<file path="config.mk">
export PLATFORM = sky130hd
export DESIGN_NAME = tx_pause_gate
export DESIGN_NICKNAME = d
export VERILOG_FILES = /design/src/rtl/tx_pause_gate.sv
export SDC_FILE = /design/constraint.sdc
export NUM_CORES = 1
export LEC_CHECK = 0
export CAP_MARGIN = 20
export CORE_UTILIZATION = 50
export CTS_BUF_LIST = sky130_fd_sc_hd__clkbuf_4 sky130_fd_sc_hd__clkbuf_8
export DETAILED_ROUTE_END_ITERATION = 8
export GPL_TIMING_DRIVEN = 0
export PLACE_DENSITY = 0.95
export SLEW_MARGIN = 40
export SYNTH_ARGS = -nofsm -noshare
export SYNTH_HDL_FRONTEND = slang
export SYNTH_SLANG_ARGS = --single-unit
</file>
<file path="constraint.sdc">
create_clock -name clk -period 3.33 [get_ports clk]
set_input_delay 0.666 -clock clk [delete_from_list [all_inputs] [get_ports clk]]
set_output_delay 0.666 -clock clk [all_outputs]
set_load 0.005 [all_outputs]
</file>
<file path="src/rtl/tx_pause_gate.sv">
// tx_pause_gate
// Frame-aware 802.3x pause gate in the TX AXI-Stream path, ahead of the
// AXIS-to-XGMII encoder. While the link partner requests a pause, no new
// frame is allowed to start; a frame already in flight always completes.
// A single output register stage carries the beats downstream, and two
// saturating counters record how often and how long transmission was paused.
module tx_pause_gate #(
    parameter int DATA_W = 64,
    parameter int KEEP_W = 8,
    parameter int STAT_W = 32
) (
    input  logic              clk,
    input  logic              aresetn,

    input  logic              cfg_tx_pause_enable,
    input  logic              rx_pause_active,

    input  logic [DATA_W-1:0] s_axis_tdata,
    input  logic [KEEP_W-1:0] s_axis_tkeep,
    input  logic              s_axis_tvalid,
    input  logic              s_axis_tlast,
    input  logic              s_axis_tuser,
    output logic              s_axis_tready,

    output logic [DATA_W-1:0] m_axis_tdata,
    output logic [KEEP_W-1:0] m_axis_tkeep,
    output logic              m_axis_tvalid,
    output logic              m_axis_tlast,
    output logic              m_axis_tuser,
    input  logic              m_axis_tready,

    output logic              tx_paused,
    output logic [STAT_W-1:0] stat_pause_events,
    output logic [STAT_W-1:0] stat_pause_cycles
);

    // S_IDLE   : between frames; the next accepted beat is a start of frame.
    // S_FRAME  : inside a frame; the gate stays open until tlast is accepted.
    // S_PAUSED : partner pause honoured; no new frame may start.
    typedef enum logic [1:0] {
        S_IDLE   = 2'd0,
        S_FRAME  = 2'd1,
        S_PAUSED = 2'd2
    } state_e;

    localparam logic [STAT_W-1:0] STAT_MAX = '1;

    state_e            state_q, state_d;

    logic              pause_req;
    logic              gate_open;
    logic              out_free;
    logic              accept;
    logic              enter_pause;

    logic [DATA_W-1:0] data_q, data_d;
    logic [KEEP_W-1:0] keep_q, keep_d;
    logic              valid_q, valid_d;
    logic              last_q, last_d;
    logic              user_q, user_d;

    logic [STAT_W-1:0] events_q, events_d;
    logic [STAT_W-1:0] cycles_q, cycles_d;

    // Counter step that sticks at all-ones instead of wrapping to zero.
    function automatic logic [STAT_W-1:0] sat_inc(input logic [STAT_W-1:0] v);
        return (v == STAT_MAX) ? v : v + 1'b1;
    endfunction

    // ------------------------------------------------------------------
    // Handshake
    // ------------------------------------------------------------------
    // The pause only matters when the feature is enabled.
    assign pause_req = rx_pause_active & cfg_tx_pause_enable;

    // The output register can take a beat when it is empty or being drained
    // this cycle; the gate never blocks the drain side.
    assign out_free      = !valid_q | m_axis_tready;
    assign s_axis_tready = gate_open & out_free;
    assign accept        = s_axis_tvalid & s_axis_tready;

    // ------------------------------------------------------------------
    // FSM
    // ------------------------------------------------------------------
    // State register.
    // NOTE: state is updated with non-blocking assignments so every flop
    // samples the pre-edge values of its inputs, independent of block order.
    always_ff @(posedge clk or negedge aresetn) begin
        if (!aresetn) begin
            state_q <= S_IDLE;
        end else begin
            state_q <= state_d;
        end
    end

    // Next-state logic: pause can only take effect at a frame boundary.
    // NOTE: state_d is given a default before the case so that no path
    // leaves it unassigned, which would otherwise infer a latch.
    always_comb begin
        state_d = state_q;
        unique case (state_q)
            S_IDLE: begin
                if (pause_req) begin
                    state_d = S_PAUSED;
                end else if (accept && !s_axis_tlast) begin
                    state_d = S_FRAME;
                end
            end
            S_FRAME: begin
                if (accept && s_axis_tlast) begin
                    state_d = pause_req ? S_PAUSED : S_IDLE;
                end
            end
            S_PAUSED: begin
                if (!pause_req) begin
                    state_d = S_IDLE;
                end
            end
            default: state_d = S_IDLE;
        endcase
    end

    // Output decode: gate state and pause indication per state.
    always_comb begin
        gate_open = 1'b0;
        tx_paused = 1'b0;
        unique case (state_q)
            S_IDLE:   gate_open = !pause_req;
            S_FRAME:  gate_open = 1'b1;
            S_PAUSED: tx_paused = 1'b1;
            default: begin
                gate_open = 1'b0;
                tx_paused = 1'b0;
            end
        endcase
    end

    // ------------------------------------------------------------------
    // Output register stage
    // ------------------------------------------------------------------
    // Load on accept, otherwise hold; valid drops once the beat is taken.
    always_comb begin
        data_d  = data_q;
        keep_d  = keep_q;
        last_d  = last_q;
        user_d  = user_q;
        valid_d = valid_q;
        if (accept) begin
            data_d  = s_axis_tdata;
            keep_d  = s_axis_tkeep;
            last_d  = s_axis_tlast;
            user_d  = s_axis_tuser;
            valid_d = 1'b1;
        end else if (m_axis_tready) begin
            valid_d = 1'b0;
        end
    end

    // Output register; payload flops are cleared on reset so the bus
    // presents a known all-zero beat while held in reset.
    always_ff @(posedge clk or negedge aresetn) begin
        if (!aresetn) begin
            data_q  <= '0;
            keep_q  <= '0;
            last_q  <= 1'b0;
            user_q  <= 1'b0;
            valid_q <= 1'b0;
        end else begin
            data_q  <= data_d;
            keep_q  <= keep_d;
            last_q  <= last_d;
            user_q  <= user_d;
            valid_q <= valid_d;
        end
    end

    assign m_axis_tdata  = data_q;
    assign m_axis_tkeep  = keep_q;
    assign m_axis_tlast  = last_q;
    assign m_axis_tuser  = user_q;
    assign m_axis_tvalid = valid_q;

    // ------------------------------------------------------------------
    // Pause statistics
    // ------------------------------------------------------------------
    // An entry is any transition from a non-paused state into S_PAUSED.
    assign enter_pause = (state_q != S_PAUSED) && (state_d == S_PAUSED);

    // Saturating next values for the event and residency counters.
    always_comb begin
        events_d = events_q;
        cycles_d = cycles_q;
        if (enter_pause) begin
            events_d = sat_inc(events_q);
        end
        if (state_q == S_PAUSED) begin
            cycles_d = sat_inc(cycles_q);
        end
    end

    // Statistics registers.
    always_ff @(posedge clk or negedge aresetn) begin
        if (!aresetn) begin
            events_q <= '0;
            cycles_q <= '0;
        end else begin
            events_q <= events_d;
            cycles_q <= cycles_d;
        end
    end

    assign stat_pause_events = events_q;
    assign stat_pause_cycles = cycles_q;

endmodule

</file>
# ---- Word level (Yosys, flattened, before mapping)
# Cells that the tools add are included.
dict set report totals {
  output_inout_bits 141
  memories 0
  rom_bits 0
  wordCells 42
  regBits 141
  input_bits 80
  latchBits 0
  ramBits 0
}
dict set report classes {
  addsub 2
  eq_ne 6
  mul 0
  n_div 0
  bitwise 6
  magnitude_cmp 0
  mux 10
  n_shift 0
  n_reduce_logical 10
}
# operator n
set ops {}
lappend ops {{adder 32 x 1 -> 32 bit (second input constant)} 2}
lappend ops {{== test 32 bit (second input constant)} 2}
lappend ops {{two-way mux 2 bit} 5}
lappend ops {{case mux 2 bit (3 select lines)} 1}
lappend ops {{== test 2 bit (second input constant)} 2}
lappend ops {{AND reduction 2 bit} 2}
lappend ops {{AND 1 bit} 3}
lappend ops {{logical AND 1 bit} 3}
lappend ops {{zero test 1 bit} 3}
lappend ops {{two-way mux 1 bit} 3}
lappend ops {{== test 2 x 1 -> 1 bit (second input constant)} 1}
lappend ops {{zero test 2 bit} 1}
lappend ops {{!= test 2 bit (second input constant)} 1}
lappend ops {{NOT 1 bit} 2}
lappend ops {{case mux 1 bit (2 select lines)} 1}
lappend ops {{nonzero test 2 bit} 1}
lappend ops {{OR 1 bit} 1}

# ---- Longest topological paths before layout
# Gate-level depths: netlist of run 1.
dict set report logic_depth {
  ltp_word 12
  depth_mapped 7
  ltp_nobuf 6
}

# ---- Least setup slack after synthesis of run 1
# OpenSTA, ideal clock, no wires.
dict set report synth_path {
  path_type {input -> register}
  startpoint {input m_axis_tready}
  endpoint {register data_q[0] (netlist: m_axis_tdata[0])}
  path_buffers 2
  setup_ns 0.125
  arrival_ns 1.948
  cell_stages 6
  required_ns 3.205
  setup_slack_ns 1.258
  path_cell_list {nor2b_1 -> nor3b_1 -> o21ai_1 -> clkbuf_1 -> buf_2 -> mux2_2}
}
dict set report synth_between {
  elab_chain_cells 3
}
# element line
set synth_lines {}
lappend synth_lines {{start: declaration} 30} ;# input logic m_axis_tready,
lappend synth_lines {{OR 1 bit} 78} ;# assign out_free = !valid_q | m_axis_tready;
lappend synth_lines {{AND 1 bit} 79} ;# assign s_axis_tready = gate_open & out_free;
lappend synth_lines {{AND 1 bit} 80} ;# assign accept = s_axis_tvalid & s_axis_tready;
lappend synth_lines {{end signal: assignment} 169} ;# data_q <= data_d;
lappend synth_lines {{end: declaration} 56} ;# logic [DATA_W-1:0] data_q, data_d;
# No other way between the ends.
# A chain may end at the register's enable or synchronous reset.

# ---- Worst setup path in the final report of run 1
dict set report layout_path {
  startpoint {register state_q[0]}
  endpoint {output tx_paused}
}
dict set report layout_between {
  elab_chain_cells 2
}
# element line
set layout_lines {}
lappend layout_lines {{start: declaration} 48} ;# state_e state_q, state_d;
lappend layout_lines {{start signal: assignment} 92} ;# state_q <= state_d;
lappend layout_lines {{== test 2 bit} 127} ;# unique case (state_q)
lappend layout_lines {{two-way mux 1 bit} 127}
lappend layout_lines {{end: declaration} 32} ;# output logic tx_paused,
# No other way between the ends.

==> summary.md, run 1 <==
| Metric | Value |
|---|---|
| Busiest layer in global routing | `met2` |
| Total global routing track utilization | `0.276` |
| Number of buffers inserted to repair setup after CTS | `0` |
| Number of standard cells after synthesis | `480` |
| Diode count | `0` |
| Ratio of final minimum period to clock period | `0.948` |
| Register-to-register setup slack | `0.87 ns` |
| DIE WIDTH | `112 um` |
| Antenna violations before repair | `0` |
| Initial standard-cell utilization of the core | `0.521` |
| Depth of the most critical reg-to-reg path | `7` |
| Type of the tightest min-delay check | `in -> async` |
| Run status | `finished with violations` |
| Worst R2R End | `stat_pause_cycles[26]` |
| Worst vdd rail ir drop | `0.408 mV` |
| Total setup violations reported at the end of the flow | `0` |
| Avg Cell Area, Syn | `12.6 um2` |
| Slowest cell on crit path | `sky130_fd_sc_hd__clkdlybuf4s50_1` |
| Leading area contributor after synthesis | `sky130_fd_sc_hd__dfrtp_1` |
| Crit path kind | `reg -> out` |
| Met3 track demand over resource in global routing | `0.0904` |
| Die footprint | `roughly 0.013 mm2` |
| Relative slew slack | `0.613` |
| Worst-margin pin slew | `0.580 ns` |
| CTS tree | `done` |
| Layout Area Growth over Synthesis | `47.6%` |
| Number of distinct library cells after synthesis | `37` |
| Start of the worst register-to-register path | `state_q[0]` |
| Leading register cell type out of synthesis | `sky130_fd_sc_hd__dfrtp_1` |
| Nature of the critical path startpoint | `register` |
| Fraction of layout instances using a drive strength above 1 | `0.175` |
| First DRT Iteration DRCs | `around 290` |
| WP data required | `2.66 ns` |
| Series of cell instances along the critical path | `nand2b_1, clkbuf_1, inv_2, clkbuf_1, clkdlybuf4s50_1` |
| Static leakage power | `around 0.0039 uW` |
| Area share of the leading cell type in the synthesized netlist | `0.583` |
| GRT Residual Overflow | `0` |
| Cell area after synthesis | `0.00605 mm2` |
| H-tree levels | `4` |
| Highest clock frequency the design can meet | `317 MHz` |
| Final Core Density | `0.769` |
| Critical Path End Type | `output pin` |
| Num Clock Sinks | `141` |
| Number of top-level pins | `221` |
| M2 GR Usage | `0.476` |
| Seq cells post-synth | `~140` |
| Endpoints failing hold | `0` |
| Die Span Y | `between 100 and 150 um` |
| Critical path arrival | `2.49 ns` |
| Dominant cells by area after synthesis | `sky130_fd_sc_hd__dfrtp_1, sky130_fd_sc_hd__mux2_2, sky130_fd_sc_hd__xor2_1` |
| Layout net count | `approximately 800` |
| Number of remaining DRC errors | `13` |
| Fin Hold WS | `about 0.15 ns` |
| Total of hold buffers inserted after clock tree synthesis | `0` |
| RSZ-0062 raised after global routing | `no` |
| Largest net degree at the start of global routing | `74` |
| First-pass iteration count of the detailed router | `9` |
| Cell seen most often among critical-path stages | `sky130_fd_sc_hd__clkbuf_1` |
| Failing checks | `DRC` |
| Pwr dens | `576 mW/mm2` |
| Post-synthesis async set-or-reset flop share | `1.00` |
| Post-layout min period | `3.16 ns` |
| CTS-repair resized insts | `0` |
| Number of max-slew violations in the final report | `0` |
| Total number of yosys warnings | `0` |
| Number of buffers added on ports | `220` |
| Total wire length after detailed routing | `16400 um` |
| Standard-cell rows | `39` |
| Top delay family on crit path | `buffers and inverters` |
| Post-route ant nets | `0` |
| Layout Skew | `0.00971 ns` |
| Biggest cell delay along the critical path | `between 0.6 and 0.7 ns` |
| Maximum number of buffers from clock root to sink | `2` |
| Vias after detailed routing | `4853` |
| Number of global-route vias before repair | `5252` |
| Number of max-capacitance violations reported | `0` |
| Clock latency of the later-clocked register in the worst-skew pair | `about 0.45 ns` |
| DP HPWL | `11700 um` |
| Number of enable-type register cells in the synthesized netlist | `0` |
| Met1 global-route usage | `0.313` |
| Routability congestion estimate | `0.889` |
| Maximum fanout along the worst path | `10` |
| Routed length per instance | `18.7 um` |
| First-pass GRT wire length | `26600 um` |
| Cell at the root of the clock tree | `sky130_fd_sc_hd__clkbuf_8` |
| Post-CTS clock slew at the launch and capture registers of the worst setup and hold paths | `about 0.08 ns` |
| Register area share after synthesis | `0.583` |
| Total nets after synthesis | `562` |
| Worst path buffer plus inverter count | `4` |
| Core region area | `0.0116 mm2` |
| Mean number of vias per cell | `about 5.5` |
| Clock buffers created by TritonCTS | `17` |
| Number of logic stages on the critical path including buffering | `5` |
## flip-flops by register name (all words and copies together), names as in the netlist
register and cells:
m_axis_tvalid 1, stat_pause_events 32, m_axis_tdata 64, state_q 2, m_axis_tlast 1, m_axis_tuser 1
stat_pause_cycles 32, m_axis_tkeep 8
## report_power, final
group          internal (uW)  switching [uW]
Clock                    912             668
Combinational            880             433
Sequential              2020             225
## metrics by stage
stage | worst slack [ns] | instance area [um2] | total power (uW) | cells | setup TNS [ns]
4_1_cts | 0.184 | 8930 | 5190 | 876 | 0
6_report | 0.174 | 8930 | 5140 | 876 | 0
2_1_floorplan | 1.26 | 6050 | 2680 | 480 | 0
3_3_place_gp | -3.67 | 8430 | 3520 | 843 | -516.05
5_1_grt | 0.0526 | 8930 | 5380 | 876 | 0
3_5_place_dp | 0.322 | 8460 | 3590 | 844 | 0
## per-layer routing
layer,routed length (um),share of wire
met1,6100,0.37
met2,8450,0.52
met3,1380,0.084
met4,451,0.028
met5,0,0
## synth_stat cells, drive strengths merged, types with 3 or more instances
master  instances
nor4b           5
a21oi           4
nor3           25
nor3b           6
nor2           16
and3            9
buf             7
nand2          35
and4            7
or3             3
nand4          13
o21ai           3
dfrtp         141
xnor2          15
mux2           78
nand3          23
nor4           16
and2            3
inv             7
xor2           42
clkbuf          7
## cell type report
class	count	area (um2)
Inverter	7	26.3
Clock inverter	14	216
Fill cell	691	2690
Timing Repair Buffer	221	2230
Multi-Input combinational cell	318	2430
Clock buffer	18	248
Sequential cell	141	3530
Buffer	14	61.3
Tap cell	143	179
## layout by cell type (no fill, tap or decap), drive strengths merged, types with 5 or more instances in the layout
master,instances
nand4,13
clkdlybuf4s50,219
clkbuf,25
bufinv,5
nor3b,6
and4,7
nor2,16
nor3,25
mux2,78
nand3,23
xnor2,15
dfrtp,141
nor4b,5
nor4,16
and3,9
nand2,35
xor2,42
inv,8
buf,9
## worst max path at each step
stage                                 end          start
detailed placement       m_axis_tdata[21]  m_axis_tready
finish                          tx_paused     state_q[0]
global placement    stat_pause_events[25]        aresetn
floorplan                 m_axis_tdata[0]  m_axis_tready
global route                    tx_paused     state_q[1]
CTS                             tx_paused     state_q[0]
## cells by family (layout without fill, tap and decap cells)
| kind of cell | after synthesis | after routing | synth area share |
|---|---|---|---|
| AO/OA/AOI/OAI | 11 | 11 | 0.0128 |
| XOR/XNOR | 57 | 57 | 0.0825 |
| adder cells (fa/ha/maj) | 2 | 2 | 0.00413 |
| AND/OR/NAND/NOR | 169 | 169 | 0.156 |
| buffers and inverters | 21 | 274 | 0.0145 |
| flip-flops | 141 | 141 | 0.583 |
| multiplexers | 79 | 79 | 0.147 |
## worst reg2reg max path, cell delays in order, from the launching register on
cell and delay (ns):
sky130_fd_sc_hd__dfrtp_1 0.43, sky130_fd_sc_hd__nand2b_1 0.16, sky130_fd_sc_hd__clkbuf_1 0.22, sky130_fd_sc_hd__inv_2 0.20
sky130_fd_sc_hd__nand4_1 0.40, sky130_fd_sc_hd__nor3b_1 0.58, sky130_fd_sc_hd__nand3_1 0.20, sky130_fd_sc_hd__xnor2_1 0.16
(Power assumes the default switching activity.)
==> run 2, diff against run 1 <==
--- a/config.mk
+++ b/config.mk
@@ -5,6 +5,7 @@
 export SDC_FILE = /design/constraint.sdc
 export NUM_CORES = 1
 export LEC_CHECK = 0
+export ABC_CLOCK_PERIOD_IN_PS = 3330
 export CAP_MARGIN = 20
 export CORE_UTILIZATION = 50
 export CTS_BUF_LIST = sky130_fd_sc_hd__clkbuf_4 sky130_fd_sc_hd__clkbuf_8
==> results of run 2 <==
Final layout, timing and power as in run 1 (identical DEF).
